`config.mk`:
```
export PLATFORM = sky130hd
export DESIGN_NAME = dvbc_byte_to_symbol
export DESIGN_NICKNAME = d
export VERILOG_FILES = /design/src/rtl/dvbc_pkg.sv /design/src/rtl/dvbc_byte_to_symbol.sv
export SDC_FILE = /design/constraint.sdc
export NUM_CORES = 1
export LEC_CHECK = 0
export BUFFER_PORTS_ARGS = -buffer_cell sky130_fd_sc_hd__buf_2
export CORE_ASPECT_RATIO = 0.8
export CORE_MARGIN = 2
export CORE_UTILIZATION = 50
export CTS_BUF_LIST = sky130_fd_sc_hd__clkbuf_16
export DETAILED_ROUTE_END_ITERATION = 10
export PLACE_DENSITY_LB_ADDON = 0.12
export SLEW_MARGIN = 30
export SYNTH_ARGS = -nofsm -noshare
export SYNTH_HDL_FRONTEND = slang
export SYNTH_SLANG_ARGS = --single-unit
```
`constraint.sdc`:
```
create_clock -name clk_i -period 4 [get_ports clk_i]
set_input_delay 0.8 -clock clk_i [delete_from_list [all_inputs] [get_ports clk_i]]
set_output_delay 0.8 -clock clk_i [all_outputs]
set_load 0.01 [all_outputs]
```
`src/rtl/dvbc_pkg.sv`:
```
// Shared DVB-C constellation codes and the mode-to-bits-per-symbol mapping.
package dvbc_pkg;

  localparam int DVBC_BYTE_W = 8;

  typedef enum logic [2:0] {
    MODE_QAM16  = 3'd0,
    MODE_QAM32  = 3'd1,
    MODE_QAM64  = 3'd2,
    MODE_QAM128 = 3'd3,
    MODE_QAM256 = 3'd4
  } qam_mode_e;

  // Reserved codes 5..7 fall back to 256-QAM.
  function automatic logic [3:0] qam_bits(input logic [2:0] mode);
    case (mode)
      MODE_QAM16:  qam_bits = 4'd4;
      MODE_QAM32:  qam_bits = 4'd5;
      MODE_QAM64:  qam_bits = 4'd6;
      MODE_QAM128: qam_bits = 4'd7;
      default:     qam_bits = 4'd8;
    endcase
  endfunction

endpackage

```
`src/rtl/dvbc_byte_to_symbol.sv`:
```
// Byte to MSB-first m-tuple converter; one register stage from byte to symbol.
// Input stalls once more than 8 bits are buffered; symbols hold while sym_ready_i is low.
module dvbc_byte_to_symbol
  import dvbc_pkg::*;
#(
  parameter int         SYM_WIDTH  = 8,
  parameter logic [2:0] RESET_MODE = 3'd2
) (
  input  logic                   clk_i,
  input  logic                   rst_n_i,
  input  logic [2:0]             mode_i,
  input  logic [DVBC_BYTE_W-1:0] data_i,
  input  logic                   valid_i,
  output logic                   ready_o,
  output logic [SYM_WIDTH-1:0]   sym_o,
  output logic                   sym_valid_o,
  input  logic                   sym_ready_i
);

  logic [15:0] r_acc;
  logic [4:0]  r_cnt;
  logic [2:0]  r_mode;

  logic [3:0]  w_m;
  logic        w_accept;
  logic        w_consume;
  logic [3:0]  w_s;
  logic [4:0]  w_base;
  logic [15:0] w_ins;
  logic [15:0] w_acc_nxt;
  logic [4:0]  w_cnt_nxt;
  logic [7:0]  w_sym8;

  assign w_m         = qam_bits(r_mode);
  assign ready_o     = (r_cnt <= 5'd8);
  assign sym_valid_o = (r_cnt >= {1'b0, w_m});
  assign w_accept    = valid_i && ready_o;
  assign w_consume   = sym_valid_o && sym_ready_i;
  assign w_s         = w_consume ? w_m : 4'd0;

  // New byte lands directly behind the bits that survive this cycle's shift.
  assign w_base    = r_cnt - {1'b0, w_s};
  assign w_ins     = w_accept ? ({data_i, 8'h00} >> w_base) : 16'h0000;
  assign w_acc_nxt = (r_acc << w_s) | w_ins;
  assign w_cnt_nxt = w_base + (w_accept ? 5'd8 : 5'd0);

  assign w_sym8 = r_acc[15:8] >> (4'd8 - w_m);

  always_comb begin
    sym_o      = '0;
    sym_o[7:0] = w_sym8;
  end

  always_ff @(posedge clk_i or negedge rst_n_i) begin
    if (!rst_n_i) begin
      r_acc  <= 16'h0000;
      r_cnt  <= 5'd0;
      r_mode <= RESET_MODE;
    end else begin
      r_acc <= w_acc_nxt;
      r_cnt <= w_cnt_nxt;
      // Mode only changes on an empty buffer so a group is never split across m values.
      if (w_cnt_nxt == 5'd0)
        r_mode <= mode_i;
    end
  end

endmodule

```
==> results.cfg, run 1 <==
[run_status]
status = finished, final reports clean

[synthesis]
synth_xor_area_share_pct = 1.88
synth_area_per_cell_um2 = 8.93
yosysWarningCount = 0
ys.flop_type = dfrtp_1
synth-simple-area-share_pct = 18.9
synth_edf_count = 0
postSynthNetCount = 288
synthCells = 261
synth_top_family_by_area = multiplexers
ys_ff_latch = 24
synthesis.area_um2 = 2330
yosys.area_share.adder_pct = 6.77
synth-compound-area-share_pct = 17.8
synth.area.mux_share_pct = 23.3
synth_cell_types = 53
ys_seq_area_share_pct = 25.8
ys_async_sr_fraction_pct = 100

[power_and_ir_drop]
p_sw_share_pct = 44.1
power.total_w = 0.00141
vdd_drop_max_mv = 0.325
power_density_nw_per_um2 = 522
clkPwrFrac_pct = 15.6
power.internal_w = 0.000787
p_seq_share_pct = 29.9
power_frac_comb_pct = 54.5
leakagePower_nw = 1.16
switchingPower_w = 0.000622

[timing]
setup_viol = 0
fin_setup_tns_ps = 0
fin_ws_ps = 155
slew_headroom_pct = 64.2
worst_slew_pin_slew_ps = 537
period_minus_slack_ps = 3850
hold_violations = 0
fin_crit_sh_pct = 96.1
fmax_mhz = 260
finClkSkew_ps = 2.29
drv_slew = 0

[placed_design]
dp_hpwl_um = 4740
routabilityCongestion = 0.842
pre_cts_slack_ps = 104
io_buffers = 24

[cts]
cts_root_buf = clkbuf_16
cts_num_sinks = 24
htree_levels = 1
cts_max_path_buffers = 2
cts_made_buffers = 3
ctsHoldBuffers = 0
clk_pin_slew_ps = 60
worstSkewPairLatency_ps = 260
cts_tree = built

[floorplanning]
dieWidth_um = 80.3
die_h_um = 65.1
io_pins = 25
core_um2 = 4540
design.die.area_um2 = 5220
placementRows = 22
start_util_pct = 51.3

[critical_path]
critical_path.slowest_cell = dfstp_2
end_kind = register
r2r_slack_ps = 150
path_cells = nand2_2 -> ha_1 -> nor4_1 -> o21ai_2 -> and2_4 -> nand3_1 -> ha_4 -> and3b_1 -> or3_4 -> nand2_4 -> inv_2 -> ha_1 -> nand2b_1 -> nor4b_2 -> mux2i_2 -> mux2_2
critical_path.top_delay_family = simple AND/OR/NAND/NOR gates
critPathArrivalTime_ps = 3990
crit_required_ps = 4150
cp-start-kind = register
critPathMaxFanout = 5
crit_type = reg -> reg
cpPeakStageDelay_ps = 540
cp_num_buf_inv = 1
crit_path_frequent_cell = ha_1

[job]
maxCapViolCount = 0

[finish]
postLayoutCoreUtil_pct = 59.4
final_net_count = 313
antenna_cells = 0
drive_above_1_share_pct = 29.5
fill_cells = 406
syn2layout_area_growth_pct = 15.8

[grt]
grt_max_degree = 25
grt.met1_usage_pct = 38.1
met2_usage_pct = 38.9
grt_usage_pct = 25.3
grt_pass1_vias = 1973
antenna_found_initial = 0
use_met3_pct = 2.65
grt_overflow = 0
grt_pass1_wl_um = 10100
busiest_layer = met2

[hold_path]
hold_path.class = in -> async

[route]
routed_wl_um = 6200
first_pass_iters = 4
via_count = 2112
drt-vias-per-instance = 6.12
drt_iter0_drc = 74
drc_errors = 0
wl_per_cell_um = 18.0
antenna_left = 0
## cells by family (layout without fill, tap and decap cells)
| group | Yosys count | count (layout) |
|---|---|---|
| buffers and inverters | 32 | 56 |
| and+or+nand+nor | 88 | 88 |
| adders and majority gates | 12 | 12 |
| muxes | 44 | 44 |
| AOI/OAI and AO/OA | 56 | 56 |
| xor gates and xnor gates | 5 | 5 |
| DFF | 24 | 24 |
## final timing paths
kind                                  startpoint                     to  depth (start not counted)
setup / recovery           r_mode[1]$_DFFE_PN1N_  r_mode[2]$_DFFE_PN0N_                         16
hold / removal                           rst_n_i     r_acc[2]$_DFF_PN0_                          1
setup reg to reg           r_mode[1]$_DFFE_PN1N_  r_mode[2]$_DFFE_PN0N_                         16
hold reg to reg               r_acc[0]$_DFF_PN0_     r_acc[0]$_DFF_PN0_                          2
max in group asynchronous                rst_n_i  r_mode[1]$_DFFE_PN1N_                          1
min in group clk_i            r_acc[0]$_DFF_PN0_     r_acc[0]$_DFF_PN0_                          2
## cells in the final DEF (no fill, tap or decap), drive strengths merged, types with 3 or more instances in the layout
cell    synthesis  final
buf             9     37
nand2          32     32
mux2i          26     26
dfrtp          23     23
nor2           17     17
inv            13     15
o21ai          12     12
mux2           11     11
ha             11     11
a21oi          10     10
nand3           9      9
mux4            7      7
o211ai          6      6
a211oi          6      6
nor3            4      4
nor2b           4      4
xnor2           3      3
o31ai           3      3
clkbuf          8      3
nor4            3      3
or3             3      3
nand2b          3      3
nor4b           3      3
## worst register-to-register path, cell delays in order, from the launching register on
cell      delay, ps
dfstp_2         540
nand2_2          60
ha_1            190
nor4_1          250
o21ai_2         120
and2_4          190
nand3_1         120
ha_4            220
and3b_1         200
or3_4           410
nand2_4         110
inv_2            70
ha_1            280
nand2b_1        200
nor4b_2         310
mux2i_2         160
mux2_2          300
## synthesized netlist by cell type (2+ instances only)
library cell   n  area share [%]
mux4_2         7             6.8
a211oi_1       5             1.6
ha_1          11             5.9
or3_1          2            0.54
buf_2          8             1.7
nor2b_1        4             1.1
nor2_1        16             2.6
nor4_1         3            0.81
o21ai_0       11             2.4
o31ai_1        3            0.97
o221ai_1       2            0.75
o211ai_1       6             1.9
clkbuf_1       8             1.3
inv_1         13             2.1
nand2b_1       3            0.81
and3_1         2            0.54
a32oi_1        2            0.75
nand3_1        9             1.9
nand4_1        2            0.54
clkinv_1       2            0.32
nand2_1       32             5.2
nor3_1         4            0.86
o22ai_1        2            0.54
a21oi_1       10             2.1
mux2i_1       26              11
xor2_1         2            0.75
a221o_2        2            0.97
nor4b_1        3             1.1
and3b_1        2            0.75
dfrtp_1       23              25
and2_1         2            0.54
xnor2_1        3             1.1
mux2_2        11             5.3
## timing repair
item	in CTS	in global routing
buffers inserted	0	1
gates resized for setup	0	12
setup endpoints to repair	0	3
## stage by stage
step	hold slack, ps	instances	cell area, um^2
final	517	345	2700
after floorplan	501	261	2360
after CTS	546	344	2640
after detailed placement	551	340	2560
after global routing	568	345	2700
after global placement	535	340	2560
## power groups by stage
stage	clock network (W)	logic [W]	registers [W]
2_1_floorplan	0	0.000566	0.000380
3_3_place_gp	0	0.000716	0.000417
3_5_place_dp	0	0.000724	0.000418
4_1_cts	0.000221	0.000729	0.000414
5_1_grt	0.000233	0.000852	0.000429
6_report	0.000220	0.000768	0.000421
## final cells by class
cell class | count | area [um^2] | area share [%]
inverters | 15 | 57.6 | 2.13
repair buffers | 37 | 218 | 8.07
well taps | 60 | 75.1 | 2.78
clock inverters | 1 | 3.75 | 0.139
flip-flops and latches | 24 | 602 | 22.3
clock buffers | 3 | 75.1 | 2.78
multi-input cells | 205 | 1670 | 61.8
## state kept, by name, indices dropped and copies added (netlist names)
register / cells
r_acc: 16
r_cnt: 5
r_mode: 3
## metal layers
| metal | wire [um] | vias to the layer above | share of wire (%) |
|---|---|---|---|
| met1 | 3110 | 1028 | 50 |
| met5 | 0 | - | 0 |
| met4 | 97 | 0 | 1.6 |
| li1 | - | 1012 | - |
| met2 | 2680 | 61 | 43 |
| met3 | 317 | 11 | 5.1 |
No activity file was read; power rests on OpenSTA's default activity.
==> run 2: changes to the inputs <==
CTS_BUF_LIST = unset   (was sky130_fd_sc_hd__clkbuf_16)
==> run 2 against run 1 <==
Effect of this change: largest power group unchanged; sequential share of layout area rose by 0.28 points; combinational power barely moved; sequential power barely moved; highest routed layer unchanged; clock-buffer cell count rose by 1; clock power fell by 33%.
==> results.cfg, run 2 (synthesis results as in run 1) <==
[placed_design]
dp_hpwl_um = 4740
dp.cells = 340
routabilityCongestion = 0.842
io_buffers = 24

[timing]
fin_crit_sh_pct = 96.2
setup_viol = 0
fmax_mhz = 260
slew_headroom_pct = 63.8
drv_slew = 0
finClkSkew_ps = 3.49
period_minus_slack_ps = 3850
worst_slew_pin_slew_ps = 543
hold_violations = 0

[floorplanning]
placementRows = 22
io_pins = 25
core_um2 = 4540
die_h_um = 65.1
design.die.area_um2 = 5220
start_util_pct = 51.3
dieWidth_um = 80.3

[route]
drt_iter0_drc = 80
antenna_left = 0
via_count = 2109
drt-vias-per-instance = 6.11
wl_per_cell_um = 17.8
drc_errors = 0
first_pass_iters = 4
routed_wl_um = 6130

[finish]
antenna_cells = 0
mostFrequentLayoutCell = nand2_1
drive_above_1_share_pct = 29.5
postLayoutCoreUtil_pct = 58.7
reg_top3 = r_acc: 16 flops, r_cnt: 5 flops, r_mode: 3 flops
top_register = r_acc
most-common-layout-cells = nand2_1 (30), mux2i_1 (25), buf_2 (24)
final_net_count = 313
largest_register_ffs = 16
syn2layout_area_growth_pct = 14.4
final_cells = 345

[grt]
grt_pass1_vias = 1943
grt_pass1_wl_um = 9960
grt_overflow = 0
grt_max_degree = 25
antenna_found_initial = 0
grt_usage_pct = 24.8

[hold_path]
hold_path.class = in -> async

[cts]
cts_made_buffers = 3
clk_pin_slew_ps = 90
cts_root_buf = clkbuf_8
cts_max_path_buffers = 2
cts_num_sinks = 24
worstSkewPairLatency_ps = 260
cts_tree = built
htree_levels = 1

[power_and_ir_drop]
power_density_nw_per_um2 = 500
vdd_drop_max_mv = 0.324
leakagePower_nw = 1.14

[job]
maxCapViolCount = 0

[run_status]
status = finished, final reports clean

[critical_path]
crit_required_ps = 4150
cp-start-kind = register
end_kind = register
critPathArrivalTime_ps = 4000
r2r_slack_ps = 150
critPathMaxFanout = 5
crit_type = reg -> reg
-- run 2: stage by stage --
stage | hold WS (ps) | TNS, ps | power (W) | setup WS [ps] | area, um^2
final | 512 | 0 | 0.00133 | 153 | 2670
after global routing | 553 | -23.7 | 0.00144 | -20.0 | 2670
after CTS | 535 | 0 | 0.00129 | 79.3 | 2610
after detailed placement | 551 | 0 | 0.00114 | 104 | 2560
after global placement | 535 | 0 | 0.00113 | 188 | 2560
after floorplan | 501 | 0 | 0.000946 | 4.06 | 2360
-- run 2: power breakdown --
part	switching, W	total [W]	internal, W	leakage, nW
Clock	0.0000759	0.000147	0.0000710	0.0228
Combinational	0.000427	0.000766	0.000339	0.815
Sequential	0.000106	0.000420	0.000314	0.306
-- run 2: routing by layer --
metal,global-route usage (%),up-vias,share of wire [%],wire (um)
li1,-,1009,-,-
met1,38.8,1036,51,3130
met2,37.8,58,44,2680
met3,1.81,6,4.1,249
met4,4.66,0,1.1,67
met5,0,-,0,0
-- run 2: repair_timing --
item / CTS / global route
buffers inserted: 0 / 1
endpoints found under the setup margin: 0 / 3
hold buffers: 0 / 0
gates resized for setup: 0 / 12
-- run 2: area by class of cell --
class	count	area [um^2]
clock buffers	4	45.0
fillers	411	1880
inverters	15	57.6
multi-input cells	205	1670
flip-flops and latches	24	602
well taps	60	75.1
repair buffers	37	218
-- run 2: worst paths after layout --
| check | start | endpoint | depth (start not counted) |
|---|---|---|---|
| worst max register to register | r_mode[1]$_DFFE_PN1N_ | r_mode[2]$_DFFE_PN0N_ | 16 |
| min in group clk_i | r_acc[0]$_DFF_PN0_ | r_acc[0]$_DFF_PN0_ | 2 |
| worst max-delay path | r_mode[1]$_DFFE_PN1N_ | r_mode[2]$_DFFE_PN0N_ | 16 |
| worst min register to register | r_acc[0]$_DFF_PN0_ | r_acc[0]$_DFF_PN0_ | 2 |
| max in group asynchronous | rst_n_i | r_mode[1]$_DFFE_PN1N_ | 1 |
| worst min-delay path | rst_n_i | r_acc[2]$_DFF_PN0_ | 1 |
-- run 2: worst max-delay path, stage by stage (launching register included) --
cell	delay, ps
dfstp_2	550
nand2_2	60
ha_1	190
nor4_1	250
o21ai_2	120
and2_4	190
nand3_1	120
ha_4	220
and3b_1	200
or3_4	410
nand2_4	110
inv_2	70
ha_1	280
nand2b_1	190
nor4b_2	320
mux2i_2	150
mux2_2	300
